==> src/rtl/sad_accum.sv <==
// Sum-of-absolute-differences accumulator feeding the SAD result register.
// Sequences one block of N_PIX pixel pairs: IDLE -> ACC -> WRITE -> IDLE.
module sad_accum #(
    parameter int PIX_W = 8,
    parameter int N_PIX = 256,
    parameter int SUM_W = 32,
    parameter int IDX_W = $clog2(N_PIX)
) (
    input  logic             clk,
    input  logic             rst,
    input  logic             go,
    input  logic             pix_valid,
    output logic             pix_ready,
    input  logic [PIX_W-1:0] pix_a,
    input  logic [PIX_W-1:0] pix_b,
    output logic [IDX_W-1:0] idx,
    output logic [SUM_W-1:0] sum,
    output logic             sad_en,
    output logic             busy,
    output logic             done
);

    typedef enum logic [1:0] {
        IDLE  = 2'd0,
        ACC   = 2'd1,
        WRITE = 2'd2
    } state_t;

    state_t state, state_nxt;

    logic accept;
    logic last_beat;

    function automatic logic [PIX_W-1:0] abs_diff(input logic [PIX_W-1:0] a,
                                                  input logic [PIX_W-1:0] b);
        return (a >= b) ? (a - b) : (b - a);
    endfunction

    function automatic logic [SUM_W-1:0] zext(input logic [PIX_W-1:0] d);
        return {{(SUM_W-PIX_W){1'b0}}, d};
    endfunction

    assign accept    = pix_valid && (state == ACC);
    assign last_beat = (idx == IDX_W'(N_PIX - 1));

    always_comb begin
        state_nxt = state;
        case (state)
            IDLE:    if (go) state_nxt = ACC;
            ACC:     if (accept && last_beat) state_nxt = WRITE;
            WRITE:   state_nxt = IDLE;
            default: state_nxt = IDLE;
        endcase
    end

    always_ff @(posedge clk or negedge rst) begin
        if (!rst) begin
            state <= IDLE;
            sum   <= '0;
            idx   <= '0;
        end else begin
            state <= state_nxt;
            // Starting a block clears the previous result on the same edge.
            if (state == IDLE && go) begin
                sum <= '0;
                idx <= '0;
            end else if (accept) begin
                sum <= sum + zext(abs_diff(pix_a, pix_b));
                idx <= last_beat ? '0 : idx + 1'b1;
            end
        end
    end

    // All status outputs are pure state decodes.
    assign pix_ready = (state == ACC);
    assign busy      = (state != IDLE);
    assign sad_en    = (state == WRITE);
    assign done      = (state == WRITE);

endmodule
==> config.mk <==
export PLATFORM = sky130hd
export DESIGN_NAME = sad_accum
export DESIGN_NICKNAME = d
export VERILOG_FILES = /design/src/rtl/sad_accum.sv
export SDC_FILE = /design/constraint.sdc
export NUM_CORES = 1
export LEC_CHECK = 0
export BUFFER_PORTS_ARGS = -buffer_cell sky130_fd_sc_hd__buf_2
export CORE_MARGIN = 10
export CORE_UTILIZATION = 40
export DETAILED_ROUTE_END_ITERATION = 10
export GPL_TIMING_DRIVEN = 0
export PLACE_DENSITY_LB_ADDON = 0.2
export SETUP_SLACK_MARGIN = 0.15
export SLEW_MARGIN = 20
export SYNTH_ARGS = -nofsm -noshare
export SYNTH_HDL_FRONTEND = slang
export SYNTH_SLANG_ARGS = --single-unit
==> constraint.sdc <==
create_clock -name clk -period 2.87 [get_ports clk]
set_input_delay 0.1435 -clock clk [delete_from_list [all_inputs] [get_ports clk]]
set_output_delay 0.1435 -clock clk [all_outputs]
set_load 0.005 [all_outputs]
==> results.json, run 1 <==
{
  "drive_gt1_share_pct": 31.76,
  "initial_utilization_pct": 41.51,
  "synth.cell_area_um2": 3027,
  "clk_pin_slew_ns": 0.08,
  "die_h_um": 107.0,
  "synth.area.top_cells": "dfrtp_1 (35%), ha_1 (11%), xnor2_1 (5.5%), nor2_1 (4.3%), xor2_1 (4.3%)",
  "cts-hold-fix-buffers": 0,
  "cts_tree": "done",
  "synth_mux_area_share_pct": 2.770,
  "max_cap_violations": 0,
  "wl_met1_um": 3448,
  "critPathCaptureType": "register",
  "leakage_nw": 1.940,
  "fmax_mhz": 296.1,
  "finClkSkew_ns": 0.009544,
  "cts.sinks": 42,
  "fin_ws_ns": -0.5075,
  "io_pins": 64,
  "wl_per_cell_um": 15.30,
  "core-area_um2": 7292,
  "power_density_nw_per_um2": 747.9,
  "synth-compound-area-share_pct": 13.44,
  "finalNetCount": 473,
  "fp.dieW_um": 107.0,
  "yosysTopAreaCell": "dfrtp_1",
  "status": "finished, violations left",
  "clock_latency_ns": 0.30,
  "grt-ovfl-total": 0,
  "synth_fa_ha_area_share_pct": 12.73,
  "cp-start-kind": "input port",
  "min_period_over_period_pct": 117.7,
  "grt_pass1_wl_um": 12900,
  "numCtsBuffers": 5,
  "synth_edf_count": 0,
  "dp_hpwl_um": 5805,
  "max_slew_margin_pct": 36.44,
  "hold_viol": 19,
  "gp_congestion": 0.8262,
  "synthFlopType": "dfrtp_1",
  "route.met3.wl_um": 416,
  "fin_area_um2": 4038,
  "ys_ff_latch": 42,
  "insertedDiodeCount": 0,
  "die-area_um2": 11450,
  "rsz0062_at_grt": "true",
  "antenna_left": 0,
  "vias": 2721,
  "drc": 0,
  "rows": 31,
  "grt_max_degree": 43,
  "slew_violations": 0,
  "dr.first_iter.drc_count": 110,
  "cp_max_fo": 5,
  "grt_pass1_vias": 2715,
  "p_clk_share_pct": 18.8,
  "fin_util_pct": 55.37,
  "placedInstanceArea_um2": 3540,
  "syn_to_final_growth_pct": 33.40,
  "p_sw_mw": 1.164,
  "pwr-share-seq_pct": 28.1,
  "syn_inst": 336,
  "min_period_ns": 3.378,
  "whs_ns": -0.005186,
  "tns_ns": -11.09,
  "stdcell_count": 524,
  "place_inst": 498,
  "h-tree-depth": 2,
  "peakVddDrop_uv": 286.5,
  "cts_buffer_depth": 2,
  "synth_cell_types": 52,
  "violations": "hold timing, setup timing",
  "cts_root_buf": "clkbuf_8",
  "critical_path_class": "in2reg",
  "synth-seq-area-share_pct": 34.73,
  "drtPass1Iterations": 4,
  "io_buffers": 63,
  "drt-total-wl_um": 8016,
  "cp-startpoint": "pix_a[0]",
  "ys_async_sr_fraction_pct": 100.0,
  "p_sw_share_pct": 38.54,
  "synth-simple-area-share_pct": 21.66,
  "synth_top_cell_area_share_pct": 34.73,
  "min_path_type": "in2async",
  "avgSynthCellArea_um2": 9.008,
  "yosysWarningCount": 0,
  "maxUsedRoutingLayer": "met4",
  "synth_xor_area_share_pct": 9.839,
  "grt_antenna_before_repair": 0,
  "grt_usage_pct": 13.51,
  "dr_wl_met2_um": 4042,
  "tightest_slew_ns": 0.9534,
  "synth_top_family_by_area": "simple AND/OR/NAND/NOR gates",
  "setup_viol": 25,
  "required_ns": 3.04,
  "avgViaCountPerCell": 5.193,
  "internal-power_mw": 1.856,
  "share_comb_of_total_power_pct": 53.1,
  "synth_nets": 385,
  "reg2reg_from": "state[0]",
  "crit_arrival_ns": 3.54
}
## per-layer routing
layer | GRT usage, % | vias up
met4 | 4.159 | 0
met1 | 15.68 | 1297
li1 | - | 1350
met3 | 3.473 | 10
met2 | 23.79 | 64
met5 | 0 | -
## flip-flops by register name (all words and copies together) (netlist names)
name   count
idx        8
sum       32
state      2
## what timing repair did
item | CTS | global route
buffers inserted | 11 | 6
resized for setup | 21 | 24
setup endpoints to repair | 29 | 28
cloned | 1 | 0
pin swaps | 22 | 18
## cell families after synthesis
family | after synthesis
adders and majority gates | 29
DFF | 42
AOI/OAI and AO/OA | 61
and+or+nand+nor | 126
buffers and inverters | 36
muxes | 8
xor gates and xnor gates | 34
## metrics by stage
step           setup WS (ns)  power [mW]
6_report             -0.5075       3.020
5_1_grt              -0.6693       3.230
4_1_cts              -0.5446       2.820
3_5_place_dp          -1.414       1.999
3_3_place_gp          -1.344       1.986
2_1_floorplan        -0.7157       1.646
## final timing paths
check | endpoint | slack, ns | depth (start not counted)
max | sum[12] | -0.51 | 21
min | sum[9] | -0.005 | 1
min in group clk | state[0] | 0.25 | 3
max in group asynchronous | sum[5] | 2.29 | 1
min reg2reg | sum[7] | 0.52 | 2
max reg2reg | sum[24] | 0.45 | 6
## final cells by class
class                           instances  area, µm²
Fill cell                             688       3254
Sequential cell                        42       1051
Timing Repair Buffer                   81      499.2
Buffer                                 11      71.32
Multi-Input combinational cell        258       2048
Inverter                               25      106.4
Clock buffer                            5      68.82
Clock inverter                          3      68.82
Tap cell                               99      123.9
## critical path: stages
cell	delay (ns)
buf_12	0.11
inv_12	0.04
ha_4	0.11
inv_2	0.04
fa_2	0.37
nand3_4	0.09
a31oi_4	0.10
a211oi_4	0.20
buf_6	0.16
buf_12	0.11
mux2i_4	0.22
o221ai_2	0.12
xor2_1	0.23
ha_1	0.29
a21o_1	0.20
or3_4	0.34
o21ai_4	0.21
clkbuf_8	0.19
nor3b_1	0.05
xnor2_1	0.15
nor2_1	0.05
## power by group through the flow
stage / Clock (mW) / Sequential [mW] / Combinational [mW]
finish: 0.567 / 0.849 / 1.60
global placement: 0 / 0.850 / 1.14
CTS: 0.580 / 0.842 / 1.40
floorplan: 0 / 0.843 / 0.804
detailed placement: 0 / 0.852 / 1.15
global route: 0.607 / 0.869 / 1.75
## Yosys cell counts (all sizes together), types with 7 or more instances
| cell | count |
|---|---|
| a21oi | 19 |
| clkbuf | 7 |
| dfrtp | 42 |
| ha | 26 |
| inv | 25 |
| nand2 | 26 |
| nand3 | 13 |
| nand4 | 12 |
| nor2 | 35 |
| o21ai | 16 |
| xnor2 | 19 |
| xor2 | 15 |
## cells in the final DEF (no fill, tap or decap), drive strengths merged, types with 5 or more instances in the layout
cell	netlist	final
buf	4	85
dfrtp	42	42
nor2	35	35
nand2	26	26
ha	26	26
inv	25	25
xnor2	19	19
a21oi	19	19
o21ai	16	16
xor2	15	15
nand3	13	13
nand4	12	12
clkbuf	7	12
and3	6	6
a31oi	6	6
a21o	5	5
mux2i	5	5
No activity file was read; power rests on OpenSTA's default activity.
==> inputs of run 2 (changes only) <==
- CTS_BUF_LIST: unset -> sky130_fd_sc_hd__clkbuf_16
==> results.json, run 2 (synthesis gave the netlist of run 1 again) <==
{
  "grt_pass1_vias": 2705,
  "wl_per_cell_um": 15.27,
  "antenna_left": 0,
  "final_cell_mix": "buf_2 (62), dfrtp_1 (42), nor2_1 (35)",
  "gp_congestion": 0.8262,
  "required_ns": 3.09,
  "fin_ws_ns": -0.5230,
  "grt_usage_pct": 13.43,
  "cts_tree": "done",
  "placedInstanceArea_um2": 3540,
  "rsz0062_at_grt": "true",
  "crit_arrival_ns": 3.61,
  "hold_viol": 0,
  "fin_area_um2": 4105,
  "drtPass1Iterations": 4,
  "final_common_cell": "buf_2",
  "power_density_nw_per_um2": 780.8,
  "cp_slowest_cell": "or4_4",
  "slew_violations": 0,
  "drive_gt1_share_pct": 31.92,
  "multiInputGateArea_um2": 2048,
  "min_period_ns": 3.393,
  "reg2reg_from": "state[0]",
  "violations": "setup timing",
  "whs_ns": 0.008306,
  "grt_pass1_wl_um": 12790,
  "fillCellCount": 674,
  "rows": 31,
  "initial_utilization_pct": 41.51,
  "leakage_nw": 1.971,
  "drc": 0,
  "grtUsageMet1_pct": 15.71,
  "cts_root_buf": "clkbuf_16",
  "cp-start-kind": "input port",
  "avgViaCountPerCell": 5.206,
  "met2_usage_pct": 23.44,
  "drt-total-wl_um": 8015,
  "status": "finished, violations left",
  "critPathCaptureType": "register",
  "fp.dieW_um": 107.0,
  "syn_to_final_growth_pct": 35.63,
  "dp_hpwl_um": 5805,
  "min_period_over_period_pct": 118.2,
  "rrSetupSlack_ns": 0.46,
  "setup_viol": 25,
  "top_usage_layer": "met2",
  "min_path_type": "in2async",
  "r2r_end": "sum[24]",
  "cp_cell_sequence": "buf_12 -> inv_12 -> ha_4 -> inv_2 -> fa_2 -> nand3_4 -> a31oi_4 -> a211oi_4 -> buf_6 -> buf_4 -> mux2_4 -> a221oi_4 -> xnor2_2 -> ha_4 -> a21o_1 -> a21oi_2 -> o211ai_1 -> nand3_4 -> or4_4 -> a21oi_2",
  "finClkSkew_ns": 0.006335,
  "cts_buffer_depth": 2,
  "grt_antenna_before_repair": 0,
  "met3_usage_pct": 3.473,
  "cpPeakStageDelay_ns": 0.50,
  "max_slew_margin_pct": 36.88,
  "cts.sinks": 42,
  "grt-ovfl-total": 0,
  "fmax_mhz": 294.7,
  "worst-r2r-cell-count": 6,
  "grt_max_degree": 43,
  "cts-hold-fix-buffers": 0,
  "core-area_um2": 7292,
  "numCtsBuffers": 5,
  "io_buffers": 63,
  "vias": 2733,
  "largest_reg_flops": 32,
  "cp_max_fo": 6,
  "critical_path_class": "in2reg",
  "clk_pin_slew_ns": 0.06,
  "io_pins": 64,
  "finalNetCount": 474,
  "h-tree-depth": 2,
  "die-area_um2": 11450,
  "insertedDiodeCount": 0,
  "reg.largest.list": "sum (32), idx (8), state (2)",
  "largest-register": "sum",
  "seqCellArea_um2": 1051,
  "tightest_slew_ns": 0.9468,
  "die_h_um": 107.0,
  "clock_latency_ns": 0.29,
  "max_cap_violations": 0,
  "peakVddDrop_uv": 312.8,
  "dr.first_iter.drc_count": 104
}
## run 2: worst max-delay path: cells and delay by family
family / cells / cell delay (ns)
AO/OA/AOI/OAI: 7 / 1.03
adder cells (fa/ha/maj): 3 / 0.79
AND/OR/NAND/NOR: 3 / 0.75
buffers and inverters: 5 / 0.46
multiplexers: 1 / 0.30
XOR/XNOR: 1 / 0.13
## run 2: repair_timing
item                       CTS  global route
cloned                       1             0
pin swaps                   22            18
resized for setup           21            25
setup buffers               12             6
setup endpoints to repair   29            28
## run 2: layout make-up
type,instances,share of cell area (%)
timing repair buffer,82,12.44
clock buffer,5,3.048
multi-input combinational,258,49.89
buffer,11,1.737
tap,99,3.017
sequential,42,25.60
clock inverter,3,1.676
inverter,25,2.591
## run 2: per-layer routing
| metal | part of all wire, % | wire, µm |
|---|---|---|
| met2 | 49 | 3966 |
| met4 | 1.6 | 125 |
| met1 | 44 | 3500 |
| met5 | 0 | 0 |
| met3 | 5.3 | 422 |
## run 2: worst max path at each step
stage	start	end	slack [ns]	cells after the start
3_5_place_dp	pix_a[0]	sum[31]	-1.41	18
6_report	pix_a[0]	sum[31]	-0.52	20
3_3_place_gp	pix_a[0]	sum[31]	-1.34	18
2_1_floorplan	pix_a[0]	sum[31]	-0.72	17
5_1_grt	pix_a[0]	sum[14]	-0.69	21
4_1_cts	pix_a[0]	sum[22]	-0.56	21
## run 2: metrics by stage
step           util (%)  setup slack, ns  power [mW]  cells  TNS [ns]
5_1_grt           56.30          -0.6906       3.406    525    -15.19
6_report          56.30          -0.5230       3.205    525    -11.44
3_5_place_dp      48.54           -1.414       1.999    498    -29.39
4_1_cts           53.98          -0.5647       2.992    519    -12.33
3_3_place_gp      48.54           -1.344       1.986    498    -28.05
2_1_floorplan         -          -0.7157       1.646    336    -12.24
## run 2: power by group
group | switching (mW) | leakage (nW) | total (mW) | internal [mW]
Combinational | 0.810 | 1.32 | 1.61 | 0.805
Sequential | 0.139 | 0.552 | 0.849 | 0.711
Clock | 0.241 | 0.0940 | 0.741 | 0.500
Total | 1.19 | 1.97 | 3.21 | 2.02
